**src/rtl/sink_capture.sv**
```systemverilog
// sink_capture: drains an upstream FIFO into a sequential window of a sample
// memory. Single-shot mode writes ilen words then stops; ring mode keeps
// writing around a window of ilen addresses until aborted.
module sink_capture #(
  parameter int DATA_WIDTH   = 16,
  parameter int ADDR_WIDTH   = 7,
  parameter int CONFIG_WIDTH = 32
) (
  input  logic                    clk,
  input  logic                    rst,
  input  logic                    start_i,
  input  logic                    abort_i,
  input  logic                    mode_i,
  input  logic [ADDR_WIDTH-1:0]   base_i,
  input  logic [CONFIG_WIDTH-1:0] ilen,
  input  logic                    Empty_i,
  input  logic [DATA_WIDTH-1:0]   data_i,
  output logic                    Read_Enable_o,
  output logic                    Write_Enable_o,
  output logic [ADDR_WIDTH-1:0]   addr,
  output logic [DATA_WIDTH-1:0]   wdata_o,
  output logic                    busy_o,
  output logic                    done,
  output logic                    wrap_o,
  output logic [CONFIG_WIDTH-1:0] count_o
);

  typedef enum logic [1:0] {
    S_IDLE,
    S_RUN,
    S_DRAIN,
    S_DONE
  } state_t;

  state_t                  state_q, state_d;
  logic                    mode_q;
  logic [ADDR_WIDTH-1:0]   base_q;
  logic [CONFIG_WIDTH-1:0] ilen_q;
  logic [CONFIG_WIDTH-1:0] issued_q;   // reads issued (single-shot only)
  logic [CONFIG_WIDTH-1:0] wr_off_q;   // offset of the next write in the window
  logic [CONFIG_WIDTH-1:0] count_q;
  logic                    we_q;

  logic rd_en;
  logic last_rd;
  logic wrap_hit;
  logic start_hit;

  // Read request, last-read lookahead and ring wrap detection.
  // NOTE: every signal assigned in always_comb gets a value on every path,
  // otherwise synthesis infers a latch to hold the old value.
  always_comb begin
    rd_en     = (state_q == S_RUN) && !Empty_i && !abort_i &&
                (mode_q || (issued_q < ilen_q));
    last_rd   = rd_en && !mode_q && ((issued_q + CONFIG_WIDTH'(1)) == ilen_q);
    wrap_hit  = we_q && mode_q && (wr_off_q == (ilen_q - CONFIG_WIDTH'(1)));
    start_hit = (state_q == S_IDLE) && start_i;
  end

  // Next-state logic; the final single-shot read moves straight to DRAIN so
  // done lands one cycle after the last write.
  always_comb begin
    state_d = state_q;
    unique case (state_q)
      S_IDLE:  if (start_i) state_d = (ilen == '0) ? S_DONE : S_RUN;
      S_RUN:   if (abort_i || last_rd || (!mode_q && (issued_q >= ilen_q)))
                 state_d = S_DRAIN;
      S_DRAIN: state_d = S_DONE;
      S_DONE:  state_d = S_IDLE;
      default: state_d = S_IDLE;
    endcase
  end

  // State, latched configuration, counters and the registered write strobe.
  // NOTE: sequential state uses non-blocking assignments so every register
  // samples pre-edge values regardless of statement order.
  always_ff @(posedge clk) begin
    if (rst) begin
      state_q  <= S_IDLE;
      mode_q   <= 1'b0;
      base_q   <= '0;
      ilen_q   <= '0;
      issued_q <= '0;
      wr_off_q <= '0;
      count_q  <= '0;
      we_q     <= 1'b0;
    end else begin
      state_q <= state_d;
      we_q    <= rd_en;
      if (start_hit) begin
        mode_q   <= mode_i;
        base_q   <= base_i;
        ilen_q   <= ilen;
        issued_q <= '0;
        wr_off_q <= '0;
        count_q  <= '0;
      end else begin
        if (rd_en && !mode_q) issued_q <= issued_q + CONFIG_WIDTH'(1);
        if (we_q) begin
          wr_off_q <= wrap_hit ? '0 : wr_off_q + CONFIG_WIDTH'(1);
          if (count_q != '1) count_q <= count_q + CONFIG_WIDTH'(1);
        end
      end
    end
  end

  // Output decode; address arithmetic wraps modulo 2^ADDR_WIDTH.
  always_comb begin
    Read_Enable_o  = rd_en;
    Write_Enable_o = we_q;
    addr           = base_q + wr_off_q[ADDR_WIDTH-1:0];
    wdata_o        = data_i;
    busy_o         = (state_q == S_RUN) || (state_q == S_DRAIN);
    done           = (state_q == S_DONE);
    wrap_o         = wrap_hit;
    count_o        = count_q;
  end

endmodule
```
**config.mk**
```make
export PLATFORM = sky130hd
export DESIGN_NAME = sink_capture
export DESIGN_NICKNAME = d
export VERILOG_FILES = /design/src/rtl/sink_capture.sv
export SDC_FILE = /design/constraint.sdc
export NUM_CORES = 1
export LEC_CHECK = 0
export CAP_MARGIN = 10
export CORE_UTILIZATION = 55
export CTS_BUF_LIST = sky130_fd_sc_hd__clkbuf_8
export DETAILED_ROUTE_END_ITERATION = 7
export PLACE_DENSITY_LB_ADDON = 0.1
export SYNTH_ARGS = -nofsm -noshare
export SYNTH_HDL_FRONTEND = slang
export SYNTH_SLANG_ARGS = --single-unit
```
**constraint.sdc**
```tcl
create_clock -name clk -period 10.5 [get_ports clk]
set_clock_uncertainty 0.15 [all_clocks]
set_input_delay 2.1 -clock clk [delete_from_list [all_inputs] [get_ports clk]]
set_output_delay 2.1 -clock clk [all_outputs]
set_load 0.02 [all_outputs]
```
; ---- After elaboration in Yosys (flattened, before gate mapping)
; Index checks and enable logic that the tools add are counted.
[word_totals]
rom_bits = 0
mem_count = 0
word_cells = 49
latchBits = 0
ram_bits = 0
out_inout_bits = 60
register_bits = 139
[op_classes]
shifts = 0
n_lt_le_gt_ge = 2
n_eq_ne = 8
n_mux = 5
addsub = 5
n_reduce_logical = 21
div = 0
multipliers = 0
bitwise = 0
[op_table]
columns = operator, count
row1 = $add 32x1->32 const B, 3
row2 = $eq 32x32->1, 2
row3 = $ge 32x32->1, 1
row4 = $logic_not 32->1, 1
row5 = $lt 32x32->1, 1
row6 = $mux 32, 1
row7 = $ne 32x32->1 const B, 1
row8 = $sub 32x1->32 const B, 1
row9 = $logic_and 1x1->1, 9
row10 = $pmux 2 s4, 1
row11 = $add 7x7->7, 1
row12 = $mux 2, 3
row13 = $eq 2x2->1 const B, 2
row14 = $logic_or 1x1->1, 4
row15 = $reduce_and 2->1, 2
row16 = $logic_not 1->1, 3
row17 = $eq 2x1->1 const B, 1
row18 = $logic_not 2->1, 1
row19 = $ne 2x1->1 const B, 1
row20 = $ne 2x2->1 const B, 1
row21 = $reduce_or 2->1, 1

; ---- Depth between registers and ports, before layout
; Gate-level depths: netlist of the first run.
[logic_depth]
word_depth = 10
depth_mapped = 13
ltp_nobuf = 11

; ---- Least setup slack after synthesis of the first run
; Ideal clock, no wire load.
[synth_timing]
path_type = reg2out
from = reg ilen_q[1]
to = out wrap_o
n_path_buf = 1
t_arrival_ps = 2945
stages_incl_launch_ff = 12
required_time_ps = 8250
path_slack_ps = 5305
cell_sequence = dfxtp_1 > inv_1 > ha_1 > or4b_4 > nor4_4 > buf_6 > o2111a_1 > o22ai_1 > or4_1 > nor4_1 > or4b_4 > inv_1
[synth_between]
elab_chain_len = 3
[synth_rtl]
columns = element, line
row1 = start: declaration, 38  ; logic [CONFIG_WIDTH-1:0] ilen_q;
row2 = start signal: assignment, 93  ; ilen_q <= ilen;
row3 = $sub 32x1->32, 56  ; wrap_hit = we_q && mode_q && (wr_off_q == (ilen_q - CONFIG_WIDTH'(1)));
row4 = $eq 32x32->1, 56
row5 = $logic_and 1x1->1, 56
row6 = end: declaration, 24  ; output logic wrap_o,
; No other way between the ends.

; ---- Worst setup path in the final report of the first run
; Same ends and word-level chain as after synthesis.

==> impl_metrics.tcl, run 1 <==
set metrics [dict create \
    ir_worst_vdd_mv 0.0983 \
    cts_setup_buffers 0 \
    ys_top_cells_by_area "dfxtp_1 (30%), xnor2_1 (8.4%), xor2_1 (6.7%), ha_1 (6.3%), nand2_1 (5.7%)" \
    nets 1334 \
    cp_max_fo 11 \
    rsz0062_at_grt "false" \
    worstPathCellList "inv_1 > ha_1 > or4b_4 > nor4_4 > o2111a_1 > o22ai_1 > or4_1 > nor4_1 > or4b_4 > inv_1 > clkdlybuf4s50_1" \
    hold_buffers 0 \
    post_cts_resized 0 \
    max_slew_margin 0.299 \
    min-delay-start "base_q[3]$_SDFFE_PP0P_" \
    cts_made_buffers 17 \
    hold_depth 2 \
    holdPathEnd "base_q[3]$_SDFFE_PP0P_" \
    h-tree-depth 4 \
    crit-reg2reg-capture "state_q[1]$_SDFFE_PP0P_" \
    grt_overflow 0 \
    io_buffers 88 \
    yosys.area.top_type "dfxtp_1" \
    crit_family "simple AND/OR/NAND/NOR gates" \
    clock-root-buffer "clkbuf_8" \
    synth_edf_count 0 \
    drt_iter0_markers 628 \
    grt_use_met2 0.455 \
    ys_seq_area_frac 0.299 \
    cp_data_required_time_ns 8.25 \
    r2r_cells 11 \
    avgRoutedWirePerCell_um 16.4 \
    wl_um 23900 \
    synth.avg_cell_area_um2 7.72 \
    drc 0 \
    antenna_found_initial 0 \
    io_pins 121 \
    reg2reg_from "ilen_q[13]$_SDFFE_PP0P_" \
    dieArea_um2 17400 \
    gp_congestion 0.916 \
    reg2reg_slack_ns 6.32 \
    p_leak_nw 3.65 \
    cap_violations 0 \
    finalSetupViolations 0 \
    syn_nets 1313 \
    stdcell_count 1458 \
    dpl.hpwl_um 17700 \
    grt_use_met3 0.0615 \
    period_share 0.637 \
    clock_path_buffers 2 \
    grt_most_used_layer "met2" \
    hold_viol_final 0 \
    crit_path_end_kind "output pin" \
    die-width_um 132 \
    ant_nets 0 \
    drive_gt1_frac 0.0525 \
    ys.flop_type "dfxtp_1" \
    core-area_um2 16500 \
    status "complete, no violations" \
    crit_path_start_kind "flip-flop" \
    antenna_cells 0 \
    use_met1 0.364 \
    min_path_type "flip-flop to flip-flop" \
    num_rows 47 \
    power_density_nw_per_um2 159 \
    synth_cell_types 71 \
    clk_latency_ns 0.46 \
    path_buf_inv 3 \
    fin_crit_ns 6.69 \
    numClockSinks 139 \
    tightest_slew_ns 1.05 \
    grtUsageTotal 0.278 \
    yosys_warnings 0 \
    dr.pass1.iters 5 \
    postSynthCellCount 1204 \
    grt_pass1_wl_um 38600 \
    start_util 0.562 \
    crit_path_top_delay_cell "clkdlybuf4s50_1" \
    vias 8343 \
    grt_pass1_vias 7551 \
    place_area_um2 10000 \
    dp.cells 1426 \
    netlist_area_um2 9290 \
    synth_top_area_share 0.299 \
    area_growth_pct 11.7 \
    cts_tree "done" \
    arrival_ns 4.44 \
    finalSetupTns_ns 0 \
    synth-seq-cells 139 \
    grt_max_degree 67 \
    via_per_inst 5.72 \
    finalPower_w 0.00165 \
    slowest_delay_ns 0.60 \
    ys_async_sr_fraction 0 \
    crit_type "flip-flop to output pin" \
    clock.fmax_mhz 150 \
    stdcell_area_um2 10400 \
    die_h_um 132 \
    path_clk_slew_ns 0.09 \
    drv_slew 0 \
]
[cell usage after synthesis, types with 26 or more instances]
cell type and count:
o21ai_0 35, nor3_1 29, a21oi_1 88, dfxtp_1 139, ha_1 47, inv_1 60, clkbuf_1 59, or3_1 26
nor2_1 111, nand3_1 43, nand4_1 49, xor2_1 71, nand2_1 142, xnor2_1 89
[worst reg2reg max path: cells and delay by family (launching register included)]
kind / cells / cell delay [ns]
adder cells (fa/ha/maj): 1 / 0.33
AND/OR/NAND/NOR: 3 / 1.04
buffers and inverters: 1 / 0.17
flip-flops: 1 / 0.58
AO/OA/AOI/OAI: 6 / 1.85
[state kept, by name, summed over array words and instances (netlist names)]
signal and count:
Write_Enable_o 1, base_q 7, count_o 32, ilen_q 32, issued_q 32, mode_q 1, state_q 2, wr_off_q 32
[where the power goes]
group / leakage (nW) / internal (W) / switching (W) / total, W
combinational: 2.33 / 0.000246 / 0.000363 / 0.000609
sequential: 1.13 / 0.000562 / 0.0000669 / 0.000629
clock: 0.191 / 0.000186 / 0.000226 / 0.000412
[through the flow]
stage                      util  setup slack [ns]  hold slack [ns]
after floorplan               -              5.31            0.291
after global placement    0.607              4.42            0.298
final                     0.628              3.81            0.316
after CTS                 0.628              3.82            0.316
after detailed placement  0.607              4.32            0.302
after global routing      0.628              3.53            0.346
[layer usage]
metal  up-vias  routed length [µm]
met4         0                 455
met3        37                1460
met1      3861               10900
met5         -                   0
met2       255               11100
li1       4190                   -
[cells by family (layout without fill, tap and decap cells)]
| group | count (synthesis) | in the layout | synth area share |
|---|---|---|---|
| and+or+nand+nor | 513 | 513 | 0.282 |
| AOI/OAI and AO/OA | 183 | 183 | 0.117 |
| xor gates and xnor gates | 160 | 160 | 0.151 |
| buffers and inverters | 150 | 184 | 0.0735 |
| DFF | 139 | 139 | 0.299 |
| adders and majority gates | 48 | 48 | 0.0654 |
| muxes | 11 | 11 | 0.0120 |
[layout make-up]
| cell class | count | area, µm² |
|---|---|---|
| sequential | 139 | 2780 |
| inverter | 60 | 225 |
| multi-input combinational | 915 | 5830 |
| clock buffer | 17 | 234 |
| tap | 220 | 275 |
| timing repair buffer | 92 | 911 |
| clock inverter | 15 | 124 |
| fill | 1520 | 6140 |
[placed cells by master (no fill, tap or decap), types with 43 or more instances in the layout]
master,Yosys,final
a21oi_1,88,88
clkdlybuf4s50_1,0,88
dfxtp_1,139,139
ha_1,47,47
inv_1,60,63
nand2_1,142,142
nand3_1,43,43
nand4_1,49,49
nor2_1,111,111
xnor2_1,89,89
xor2_1,71,71
[worst max path at each step]
stage	from	to	cells past startpoint
after floorplan	ilen_q[1]$_SDFFE_PP0P_	wrap_o	11
after global placement	ilen_q[1]$_SDFFE_PP0P_	wrap_o	11
after detailed placement	ilen_q[1]$_SDFFE_PP0P_	wrap_o	11
after CTS	ilen_q[1]$_SDFFE_PP0P_	wrap_o	11
after global routing	ilen_q[0]$_SDFFE_PP0P_	wrap_o	11
final	ilen_q[1]$_SDFFE_PP0P_	wrap_o	11
(Power assumes the default switching activity.)
==> run 2, diff against run 1 <==
==> constraint.sdc (replaced) <==
create_clock -name clk -period 6.9 [get_ports clk]
set_clock_uncertainty 0.15 [all_clocks]
set_input_delay 1.38 -clock clk [delete_from_list [all_inputs] [get_ports clk]]
set_output_delay 1.38 -clock clk [all_outputs]
set_load 0.02 [all_outputs]
==> run 2 against run 1 <==
Register-to-register slack worse by 3.4 ns. Die area unchanged. Non-clock buffer count unchanged. Largest cell class unchanged. Worst hold slack worse by 0.0037 ns. Core utilization up 0.26 points. Combinational power up 52%. Design area up 0.41%. Highest routed layer unchanged.
==> impl_metrics.tcl, run 2 (synthesized netlist as in run 1, its figures left out) <==
set metrics [dict create \
    clock-root-buffer "clkbuf_8" \
    gp_congestion 0.900 \
    cp_data_required_time_ns 5.37 \
    post_cts_resized 0 \
    crit_type "flip-flop to output pin" \
    rsz0062_at_grt "false" \
    grt_max_degree 49 \
    power_density_nw_per_um2 246 \
    via_per_inst 5.70 \
    core-area_um2 16500 \
    numClockSinks 139 \
    final_cell_mix "nand2_1 (142), dfxtp_1 (139), nor2_1 (111)" \
    dpl_worst_slack_ns 1.51 \
    crit_path_start_kind "flip-flop" \
    h-tree-depth 4 \
    io_pins 121 \
    clock_path_buffers 2 \
    grtUsageTotal 0.282 \
    cts_made_buffers 17 \
    arrival_ns 4.40 \
    cap_violations 0 \
    hold_viol_final 0 \
    die-width_um 132 \
    dieArea_um2 17400 \
    fin_ws_ns 0.968 \
    area_growth_pct 12.2 \
    die_h_um 132 \
    clock.fmax_mhz 169 \
    drv_slew 0 \
    fin_util 0.631 \
    finalSetupViolations 0 \
    max_slew_margin 0.291 \
    grt_pass1_vias 7633 \
    tightest_slew_ns 1.06 \
    grt_pass1_wl_um 39300 \
    ant_nets 0 \
    finalSetupTns_ns 0 \
    avgRoutedWirePerCell_um 16.3 \
    cts_tree "done" \
    path_clk_slew_ns 0.08 \
    clk_latency_ns 0.46 \
    wl_um 23800 \
    drive_gt1_frac 0.0549 \
    final_common_cell "nand2_1" \
    drt_iter0_markers 657 \
    cp_max_fo 11 \
    min_path_type "flip-flop to flip-flop" \
    vias 8314 \
    dpl.hpwl_um 17600 \
    p_leak_nw 3.66 \
    crit_path_top_delay_cell "clkdlybuf4s50_1" \
    status "complete, no violations" \
    grt_overflow 0 \
    ir_worst_vdd_mv 0.157 \
    nets 1334 \
    drc 0 \
    crit_path_end_kind "output pin" \
    cts_setup_buffers 0 \
    antenna_cells 0 \
    io_buffers 88 \
    hold_ws_ns 0.312 \
    hold_buffers 0 \
    fin_crit_ns 5.93 \
    worstPathCellList "inv_1 > ha_1 > or4b_4 > nor4_4 > o2111a_1 > o22ai_1 > or4_1 > nor4_1 > or4b_4 > inv_1 > clkdlybuf4s50_1" \
    num_rows 47 \
    slowest_delay_ns 0.59 \
    antenna_found_initial 1 \
    start_util 0.562 \
    period_share 0.860 \
    dr.pass1.iters 5 \
]
-- run 2: worst max-delay path: cells and delay by family (launching register included) --
kind	cells	cell delay, ns
adders and majority gates	1	0.25
AOI/OAI and AO/OA	2	0.38
buffers and inverters	3	0.76
DFF	1	0.36
and+or+nand+nor	5	2.18
-- run 2: layout make-up --
class | count | area, µm²
flip-flops and latches | 139 | 2780
clock inverters | 12 | 125
well taps | 220 | 275
inverters | 60 | 225
clock buffers | 20 | 275
repair buffers | 92 | 911
multi-input cells | 915 | 5830
fillers | 1507 | 6100
-- run 2: stage by stage --
step                      cell area (µm²)  instances  power, W
after floorplan                      9290       1204   0.00167
after global placement              10000       1426   0.00187
after detailed placement            10000       1426   0.00188
after CTS                           10400       1458   0.00257
after global routing                10400       1458   0.00273
final                               10400       1458   0.00256
-- run 2: metal layers --
layer / routed length [µm] / share of wire / track usage / vias up
li1: - / - / - / 4191
met1: 11200 / 0.47 / 0.381 / 3866
met2: 10900 / 0.46 / 0.457 / 227
met3: 1170 / 0.049 / 0.0488 / 30
met4: 452 / 0.019 / 0.0859 / 0
met5: 0 / 0 / 0 / -
-- run 2: path summary, 6_finish.rpt --
kind	endpoint	start	slack [ns]	cells past startpoint
hold / removal	base_q[0]$_SDFFE_PP0P_	base_q[0]$_SDFFE_PP0P_	0.31	2
setup / recovery	wrap_o	ilen_q[1]$_SDFFE_PP0P_	0.97	11
setup reg to reg	wr_off_q[31]$_SDFFE_PP0P_	ilen_q[1]$_SDFFE_PP0P_	2.89	11
hold reg to reg	base_q[0]$_SDFFE_PP0P_	base_q[0]$_SDFFE_PP0P_	0.31	2
-- run 2: where the power goes --
part           total (W)  internal, W  switching [W]  leakage (nW)
clock network   0.000682     0.000324       0.000359         0.207
logic           0.000923     0.000374       0.000550          2.33
registers       0.000955     0.000855       0.000100          1.13
total            0.00256      0.00155        0.00101          3.66
